<file path="config.mk">
export PLATFORM = sky130hd
export DESIGN_NAME = idli_fetch_m
export DESIGN_NICKNAME = d
export VERILOG_FILES = /design/src/rtl/idli_pkg.sv /design/src/rtl/idli_fetch_q_m.sv /design/src/rtl/idli_fetch_m.sv
export SDC_FILE = /design/constraint.sdc
export NUM_CORES = 1
export LEC_CHECK = 0
export CORE_MARGIN = 2
export CORE_UTILIZATION = 30
export DETAILED_ROUTE_END_ITERATION = 6
export PLACE_DENSITY_LB_ADDON = 0.1
export SKIP_LAST_GASP = 1
export SYNTH_ARGS = -nofsm -noshare
export SYNTH_HDL_FRONTEND = slang
export SYNTH_SLANG_ARGS = --single-unit
export TNS_END_PERCENT = 1
</file>
<file path="constraint.sdc">
create_clock -name i_fetch_gck -period 4.8 [get_ports i_fetch_gck]
set_clock_uncertainty 0.15 [all_clocks]
set_input_delay 0.72 -clock i_fetch_gck [delete_from_list [all_inputs] [get_ports i_fetch_gck]]
set_output_delay 0.72 -clock i_fetch_gck [all_outputs]
set_load 0.02 [all_outputs]
</file>
<file path="src/rtl/idli_pkg.sv">
// Shared types for the idli core's instruction fetch stage.
// Optional build macro used by the fetch queue: IDLI_FETCH_QUEUE2_EN.
package idli_pkg;

  // Phase of the SQI transaction, mirrored from the memory controller.
  typedef enum logic [1:0] {
    CMD   = 2'd0,
    ADDR  = 2'd1,
    DUMMY = 2'd2,
    DATA  = 2'd3
  } fetch_phase_t;

  // One assembled instruction together with the byte address it came from.
  typedef struct packed {
    logic [15:0] instr;
    logic [15:0] pc;
  } fetch_entry_t;

  // Instructions are 16 bits wide, so each sequential fetch advances the PC by 2 bytes.
  localparam logic [15:0] FETCH_PC_STEP = 16'd2;

  // Address nibble to send for a given nibble index, most-significant nibble first.
  function automatic logic [3:0] fetch_addr_nib(input logic [15:0] addr,
                                                input logic [1:0]  ctr);
    logic [3:0] nib;
    case (ctr)
      2'd0:    nib = addr[15:12];
      2'd1:    nib = addr[11:8];
      2'd2:    nib = addr[7:4];
      default: nib = addr[3:0];
    endcase
    return nib;
  endfunction

endpackage

</file>
<file path="src/rtl/idli_fetch_q_m.sv">
// Instruction queue between fetch and decode.
// Depth is 2 when IDLI_FETCH_QUEUE2_EN is defined, otherwise 1.
// Flush beats push/pop; a push into a full queue is accepted only together with a pop.
module idli_fetch_q_m
  import idli_pkg::*;
(
  input  logic         gck,
  input  logic         rst,
  input  logic         push,
  input  logic         pop,
  input  logic         flush,
  input  fetch_entry_t push_entry,
  output fetch_entry_t head,
  output logic         vld,
  output logic         full
);

  logic push_eff;
  logic pop_eff;

  assign pop_eff  = pop & vld;
  assign push_eff = push & (~full | pop_eff);

`ifdef IDLI_FETCH_QUEUE2_EN

  fetch_entry_t ent0_q;
  fetch_entry_t ent1_q;
  logic [1:0]   count_q;

  // Two-slot shift queue: slot 0 is always the head, slot 1 moves down on a pop.
  always_ff @(posedge gck) begin
    if (rst) begin
      count_q <= 2'd0;
      ent0_q  <= '0;
      ent1_q  <= '0;
    end else if (flush) begin
      count_q <= 2'd0;
    end else begin
      case ({push_eff, pop_eff})
        2'b10: begin
          if (count_q == 2'd0) ent0_q <= push_entry;
          else                 ent1_q <= push_entry;
          count_q <= count_q + 2'd1;
        end
        2'b01: begin
          ent0_q  <= ent1_q;
          count_q <= count_q - 2'd1;
        end
        2'b11: begin
          if (count_q == 2'd1) begin
            ent0_q <= push_entry;
          end else begin
            ent0_q <= ent1_q;
            ent1_q <= push_entry;
          end
        end
        default: ;
      endcase
    end
  end

  assign head = ent0_q;
  assign vld  = (count_q != 2'd0);
  assign full = (count_q == 2'd2);

`else

  fetch_entry_t ent_q;
  logic         vld_q;

  // Single-slot queue: a push replaces the entry, a lone pop empties it.
  always_ff @(posedge gck) begin
    if (rst) begin
      vld_q <= 1'b0;
      ent_q <= '0;
    end else if (flush) begin
      vld_q <= 1'b0;
    end else if (push_eff) begin
      vld_q <= 1'b1;
      ent_q <= push_entry;
    end else if (pop_eff) begin
      vld_q <= 1'b0;
    end
  end

  assign head = ent_q;
  assign vld  = vld_q;
  assign full = vld_q;

`endif

endmodule

</file>
<file path="src/rtl/idli_fetch_m.sv">
// Nibble-serial instruction fetch stage: supplies fetch address nibbles to the SQI
// controller, assembles returned words into instructions, queues them for decode and
// requests controller redirects on branches or queue overflow.
// Queue depth is 2 when IDLI_FETCH_QUEUE2_EN is defined, otherwise 1.
module idli_fetch_m
  import idli_pkg::*;
#(
  parameter logic [15:0] RESET_PC = 16'h0000
) (
  input  logic        i_fetch_gck,
  input  logic        i_fetch_rst,
  input  logic [1:0]  i_fetch_ctr,
  input  logic        i_fetch_ctr_last_cycle,
  input  logic [3:0]  i_fetch_rd_data,
  output logic        o_fetch_redirect,
  output logic [3:0]  o_fetch_addr_nib,
  input  logic        i_fetch_branch,
  input  logic [15:0] i_fetch_branch_pc,
  output logic        o_fetch_vld,
  output logic [15:0] o_fetch_instr,
  output logic [15:0] o_fetch_pc,
  input  logic        i_fetch_ack
);

  fetch_phase_t phase_q;
  fetch_phase_t phase_d;
  logic [15:0]  addr_q;
  logic [15:0]  mem_pc_q;
  logic         pending_q;
  logic         prev_data_q;
  logic [11:0]  shift_q;

  logic         last;
  logic         is_data;
  logic         branch_now;
  logic         rx_vld;
  logic         push_try;
  logic         push;
  logic         pop;
  logic         overflow_now;
  logic         redirect;
  logic         redirect_take;
  logic [15:0]  redirect_pc;
  logic [3:0]   addr_nib;

  fetch_entry_t push_entry;
  fetch_entry_t head;
  logic         q_vld;
  logic         q_full;

  assign last       = i_fetch_ctr_last_cycle;
  assign is_data    = (phase_q == DATA);
  assign branch_now = i_fetch_branch & last;

  // Read data lags the controller's sampling by one word, so a word is only real when
  // both this word and the previous one were DATA and no redirect is outstanding.
  assign rx_vld       = is_data & prev_data_q & ~pending_q;
  assign pop          = last & i_fetch_ack & q_vld;
  assign push_try     = last & rx_vld & ~branch_now;
  assign overflow_now = push_try & q_full & ~pop;
  assign push         = push_try & ~overflow_now;

  assign redirect_take = last & redirect;
  assign redirect_pc   = branch_now ? i_fetch_branch_pc : mem_pc_q;

  assign push_entry.instr = {shift_q, i_fetch_rd_data};
  assign push_entry.pc    = mem_pc_q;

  // Phase register tracking the controller's transaction phase.
  always_ff @(posedge i_fetch_gck) begin
    if (i_fetch_rst) phase_q <= CMD;
    else             phase_q <= phase_d;
  end

  // Phase advances once per word; DATA repeats until a redirect restarts the transaction.
  always_comb begin
    phase_d = phase_q;
    if (last) begin
      case (phase_q)
        CMD:     phase_d = ADDR;
        ADDR:    phase_d = DUMMY;
        DUMMY:   phase_d = DATA;
        default: phase_d = redirect ? CMD : DATA;
      endcase
    end
  end

  // Redirect request and address nibble driven straight to the controller.
  always_comb begin
    redirect = 1'b0;
    addr_nib = 4'h0;
    if (is_data) redirect = pending_q | branch_now | overflow_now;
    if (phase_q == CMD) addr_nib = fetch_addr_nib(addr_q, i_fetch_ctr);
  end

  // Datapath: nibble assembly, fetch/issue PC tracking and redirect bookkeeping.
  always_ff @(posedge i_fetch_gck) begin
    if (i_fetch_rst) begin
      addr_q      <= RESET_PC;
      mem_pc_q    <= RESET_PC;
      pending_q   <= 1'b0;
      prev_data_q <= 1'b0;
      shift_q     <= '0;
    end else begin
      if (last) prev_data_q <= is_data;
      if (i_fetch_ctr != 2'd3) shift_q <= {shift_q[7:0], i_fetch_rd_data};
      if (redirect_take) begin
        addr_q    <= redirect_pc;
        mem_pc_q  <= redirect_pc;
        pending_q <= 1'b0;
      end else if (branch_now) begin
        mem_pc_q  <= i_fetch_branch_pc;
        pending_q <= 1'b1;
      end else if (push) begin
        mem_pc_q  <= mem_pc_q + FETCH_PC_STEP;
      end
    end
  end

  idli_fetch_q_m u_queue (
    .gck        (i_fetch_gck),
    .rst        (i_fetch_rst),
    .push       (push),
    .pop        (pop),
    .flush      (branch_now),
    .push_entry (push_entry),
    .head       (head),
    .vld        (q_vld),
    .full       (q_full)
  );

  assign o_fetch_redirect = redirect;
  assign o_fetch_addr_nib = addr_nib;
  assign o_fetch_vld      = q_vld;
  assign o_fetch_instr    = head.instr;
  assign o_fetch_pc       = head.pc;

endmodule

</file>
# --- Word-level counts from Yosys, hierarchy flattened ---
# Cells that the tools add are included.
word_totals:
  ramBits: 0
  rom_bits: 0
  output_inout_bits: 38
  register_bits: 81
  latchBits: 0
  n_memories: 0
  elab_cells: 55
op_classes:
  shift: 0
  n_mux: 11
  reduce_logical: 7
  n_div: 0
  eq_ne: 6
  bitwise_logic: 21
  addsub: 1
  n_mul: 0
  n_lt_le_gt_ge: 0
ops:
  columns: ["op", "n"]
  rows:
  - ["16-bit two-way mux", 4]
  - ["16-bit by 2-bit adder with 16-bit output (second input constant)", 1]
  - ["1-bit bitwise AND", 13]
  - ["4-bit case mux with 3 select lines", 1]
  - ["2-bit == test (second input constant)", 3]
  - ["2-bit case mux with 3 select lines", 1]
  - ["1-bit NOT", 5]
  - ["2-bit by 1-bit == test with 1-bit output (second input constant)", 2]
  - ["2-bit logical NOT", 2]
  - ["4-bit two-way mux", 1]
  - ["2-bit OR reduction", 2]
  - ["1-bit two-way mux", 3]
  - ["1-bit bitwise OR", 3]
  - ["3-bit nonzero test", 1]
  - ["2-bit two-way mux", 1]
  - ["2-bit != test (second input constant)", 1]
  - ["2-bit AND reduction", 1]
  - ["2-bit nonzero test", 1]

# --- Logic depth before layout (Yosys ltp) ---
depth:
  ltp_word: 12
  ltp_mapped: 8

# --- By module ---
# From an unflattened synthesis, not the netlist that was laid out.
hier_totals:
  hier_cells: 450
  hier_area_um2: 3995.1
by_module_without_submodules:
  columns: ["mod", "cells_each", "area_each_um2", "n_inst"]
  rows:
  - ["idli_fetch_m", 305, 2472.4, 1]
  - ["idli_fetch_q_m", 145, 1522.7, 1]

# --- Least setup slack after synthesis ---
# Ideal clock, no wire load.
synth_timing:
  kind: "input port to output port"
  from: "input port i_fetch_ctr[0]"
  to: "output port o_fetch_addr_nib[0]"
  required_ns: 3.930
  t_arrival_ns: 1.715
  cell_stages: 3
  slack_ns: 2.215
  n_path_buf: 1
  cell_sequence: "clkbuf_1 mux4_2 and2_1"
synth_via:
  elab_chain_len: 3
  word_cells_on_any_way: 5
  cone_classes: "2 x eq/ne; 2 x mux; 1 x reduce/logical"
synth_rtl:
  columns: ["element", "line", "rtl"]
  rows:
  - ["start, declared", "idli_fetch_m.sv:12", "input logic [1:0] i_fetch_ctr,"]
  - ["2-bit == test, or another cell as far along", "idli_pkg.sv:26", "case (ctr)"]
  - ["4-bit case mux with 3 select lines *", "idli_pkg.sv:26", null]
  - ["4-bit two-way mux *", "idli_fetch_m.sv:93", "if (phase_q == CMD) addr_nib = fetch_addr_nib(addr_q, i_fetch_ctr);"]
  - ["end, declared", "idli_fetch_m.sv:16", "output logic [3:0] o_fetch_addr_nib,"]
# Every way passes the cells marked *; elsewhere a longest branch is shown, timed or not.

# --- Worst setup path in the final report ---
layout_timing:
  from: "input port i_fetch_ctr[0]"
  to: "output port o_fetch_addr_nib[2]"
# The elaborated chain is that of the path after synthesis.

==> results.json <==
{
  "dr.first_iter.drc_count": 295,
  "synth_sequential_area_ratio_pct": 44.92,
  "worst-endpoint-required_ns": 3.93,
  "area_growth_syn_to_layout_pct": 30.57,
  "synth-edff-count": 0,
  "period_share_pct": 72.16,
  "cts-buffers-inserted": 9,
  "ys_ff_latch": 81,
  "clock-sinks": 81,
  "gp_congestion": 0.8082,
  "tns_ns": 0,
  "grt.total_usage_pct": 17.22,
  "cts_root_buf": "sky130_fd_sc_hd__clkbuf_16",
  "synthArstFlopShare_pct": 0,
  "cts.repair.resized": 0,
  "maxSlewHeadroom_pct": 31.98,
  "grt_pass1_vias": 3225,
  "arrival_ns": 2.59,
  "yosysWarnings": 0,
  "row_count": 40,
  "min-delay-path-class": "flip-flop to flip-flop",
  "mappedNetlistArea_mm2": 0.003610,
  "largest_net_degree_at_the_start_of_global_routing": 55,
  "first_pass_drt_iterations": 5,
  "finalMaxSlewViolations": 0,
  "synth_cell_type_count": 54,
  "die_area_mm2": 0.01293,
  "maxCapViolCount": 0,
  "critical_path.max_fanout": 6,
  "postSynthAreaPerCell_um2": 7.916,
  "clk_latency_ns": 0.34,
  "nets": 536,
  "antenna-diode-count": 0,
  "ys.flop_type": "sky130_fd_sc_hd__dfxtp_1",
  "rsz0062_at_grt": "no",
  "worst_setup_hold_path_clk_slew_ns": 0.06,
  "post-route-util_pct": 39.74,
  "synth_cells": 456,
  "pwr_density_cell_mw_per_mm2": 353.1,
  "boundaryPins": 65,
  "fmaxAchievable_mhz": 288.7,
  "layout-drive-gt1-share_pct": 6.680,
  "timing.critical_path.to_type": "output port",
  "cts.htree.levels": 3,
  "routed_antenna_nets": 0,
  "outcome": "finished, final reports clean",
  "buffer_ports.inserted": 64,
  "drc_violations_left": 0,
  "route.vias.total": 3359,
  "initial_utilization_pct": 30.43,
  "wl_per_cell_um": 16.20,
  "finalHoldViolations": 0,
  "postSynthNetCount": 488,
  "leakage_nw": 1.573,
  "die_height_um": 113.7,
  "post_cts_hold_buffer_count": 0,
  "overflow": 0,
  "setup_bufs_post_cts": 0,
  "cts_buffer_depth": 2,
  "timing.critical_path.from_type": "input port",
  "period_needed_ns": 3.464,
  "drt-total-wl_um": 10630,
  "max_vdd_drop_v": 0.0001454,
  "grt_first_pass_wirelength_um": 17390,
  "finalSetupViolations": 0,
  "cts_tree": "done",
  "crit_type": "input port to output port",
  "worst_pin_slew_ns": 1.020,
  "antenna_found_initial": 0,
  "core_mm2": 0.01186,
  "routed_via_density": 5.120,
  "detailedPlacementHpwl_um": 7342,
  "floorplan.die.width_um": 113.7
}
[metal layers]
layer  global-route usage (%)  share of wire [%]
met1                    25.69                 51
met2                    24.39                 42
met3                    2.657                5.3
met4                    7.642                1.7
met5                        0                  0
[synthesized netlist by cell type, drive strengths merged, types with 4 or more instances]
cell	count	area, um2
nand2	131	491.7
dfxtp	81	1622
a21oi	61	305.3
nor2	38	145.1
clkbuf	27	102.6
a311oi	17	155.1
nand3	9	45.04
and2	7	43.79
buf	7	33.78
ha	5	62.56
inv	5	18.77
mux4	4	90.09
o21ai	4	20.01
o221ai	4	35.03
[through the flow]
stage	area (um2)	power, W	setup slack (ns)	std cells	hold slack, ns
final	4713	0.001664	1.336	656	0.3039
after global routing	4713	0.001727	1.237	656	0.3286
after CTS	4713	0.001680	1.316	656	0.3034
after detailed placement	4345	0.0008428	1.320	640	0.2958
after global placement	4345	0.0008415	1.344	640	0.2922
after floorplan	3610	0.0007888	2.215	456	0.2821
[worst paths after layout]
check / from / endpoint / slack, ns / cells past startpoint
max: i_fetch_ctr[0] / o_fetch_addr_nib[2] / 1.34 / 4
min: u_queue.head[26] / u_queue.head[26] / 0.30 / 2
max reg2reg: phase_q[1] / mem_pc_q[9] / 2.23 / 6
min reg2reg: u_queue.head[26] / u_queue.head[26] / 0.30 / 2
[state kept, by name, indices dropped and copies added (netlist names)]
signal	cells
prev_data_q	1
phase_q	2
u_queue.full	1
mem_pc_q	16
shift_q	12
addr_q	16
u_queue.head	32
pending_q	1
[power by group]
| group | leakage [nW] | total [W] | internal (W) | switching (W) |
|---|---|---|---|---|
| Combinational | 0.736 | 0.000116 | 0.0000495 | 0.0000664 |
| Sequential | 0.658 | 0.000712 | 0.000689 | 0.0000231 |
| Clock | 0.180 | 0.000836 | 0.000561 | 0.000275 |
| Total | 1.57 | 0.00166 | 0.00130 | 0.000364 |
[cell usage in the layout, fill, tap and decap left out, drive strengths merged, types with 3 or more instances in the layout]
cell type / count
nand2: 131
dfxtp: 81
clkdlybuf4s50: 63
a21oi: 61
nor2: 38
a311oi: 17
nand3: 9
clkbuf: 9
buf: 8
and2: 7
inv: 5
ha: 5
mux4: 4
o221ai: 4
bufinv: 4
o21ai: 4
nor4: 3
and3: 3
nor3: 3
a211oi: 3
a31o: 3
nand2b: 3
clkinv: 3
[kinds of logic (layout without fill, tap and decap cells)]
family,count (synthesis),count (layout),synth area share [%]
AND/OR/NAND/NOR,208,208,24.33
adder cells (fa/ha/maj),5,5,1.733
flip-flops,81,81,44.92
AO/OA/AOI/OAI,114,114,20.90
buffers and inverters,39,92,4.298
XOR/XNOR,3,3,0.7280
multiplexers,6,6,3.085
[worst max-delay path, stage by stage]
cell	delay, ns
sky130_fd_sc_hd__clkdlybuf4s50_1	0.65
sky130_fd_sc_hd__mux4_2	0.54
sky130_fd_sc_hd__and2_1	0.17
sky130_fd_sc_hd__clkdlybuf4s50_1	0.53
[layout make-up]
class | count | area (um2)
timing repair buffer | 71 | 688.2
tap | 147 | 183.9
clock buffer | 9 | 225.2
sequential | 81 | 1622
inverter | 5 | 18.77
multi-input combinational | 336 | 1833
clock inverter | 7 | 142.6
fill | 1265 | 7148
Note: power is estimated with default switching activity, not from simulation.
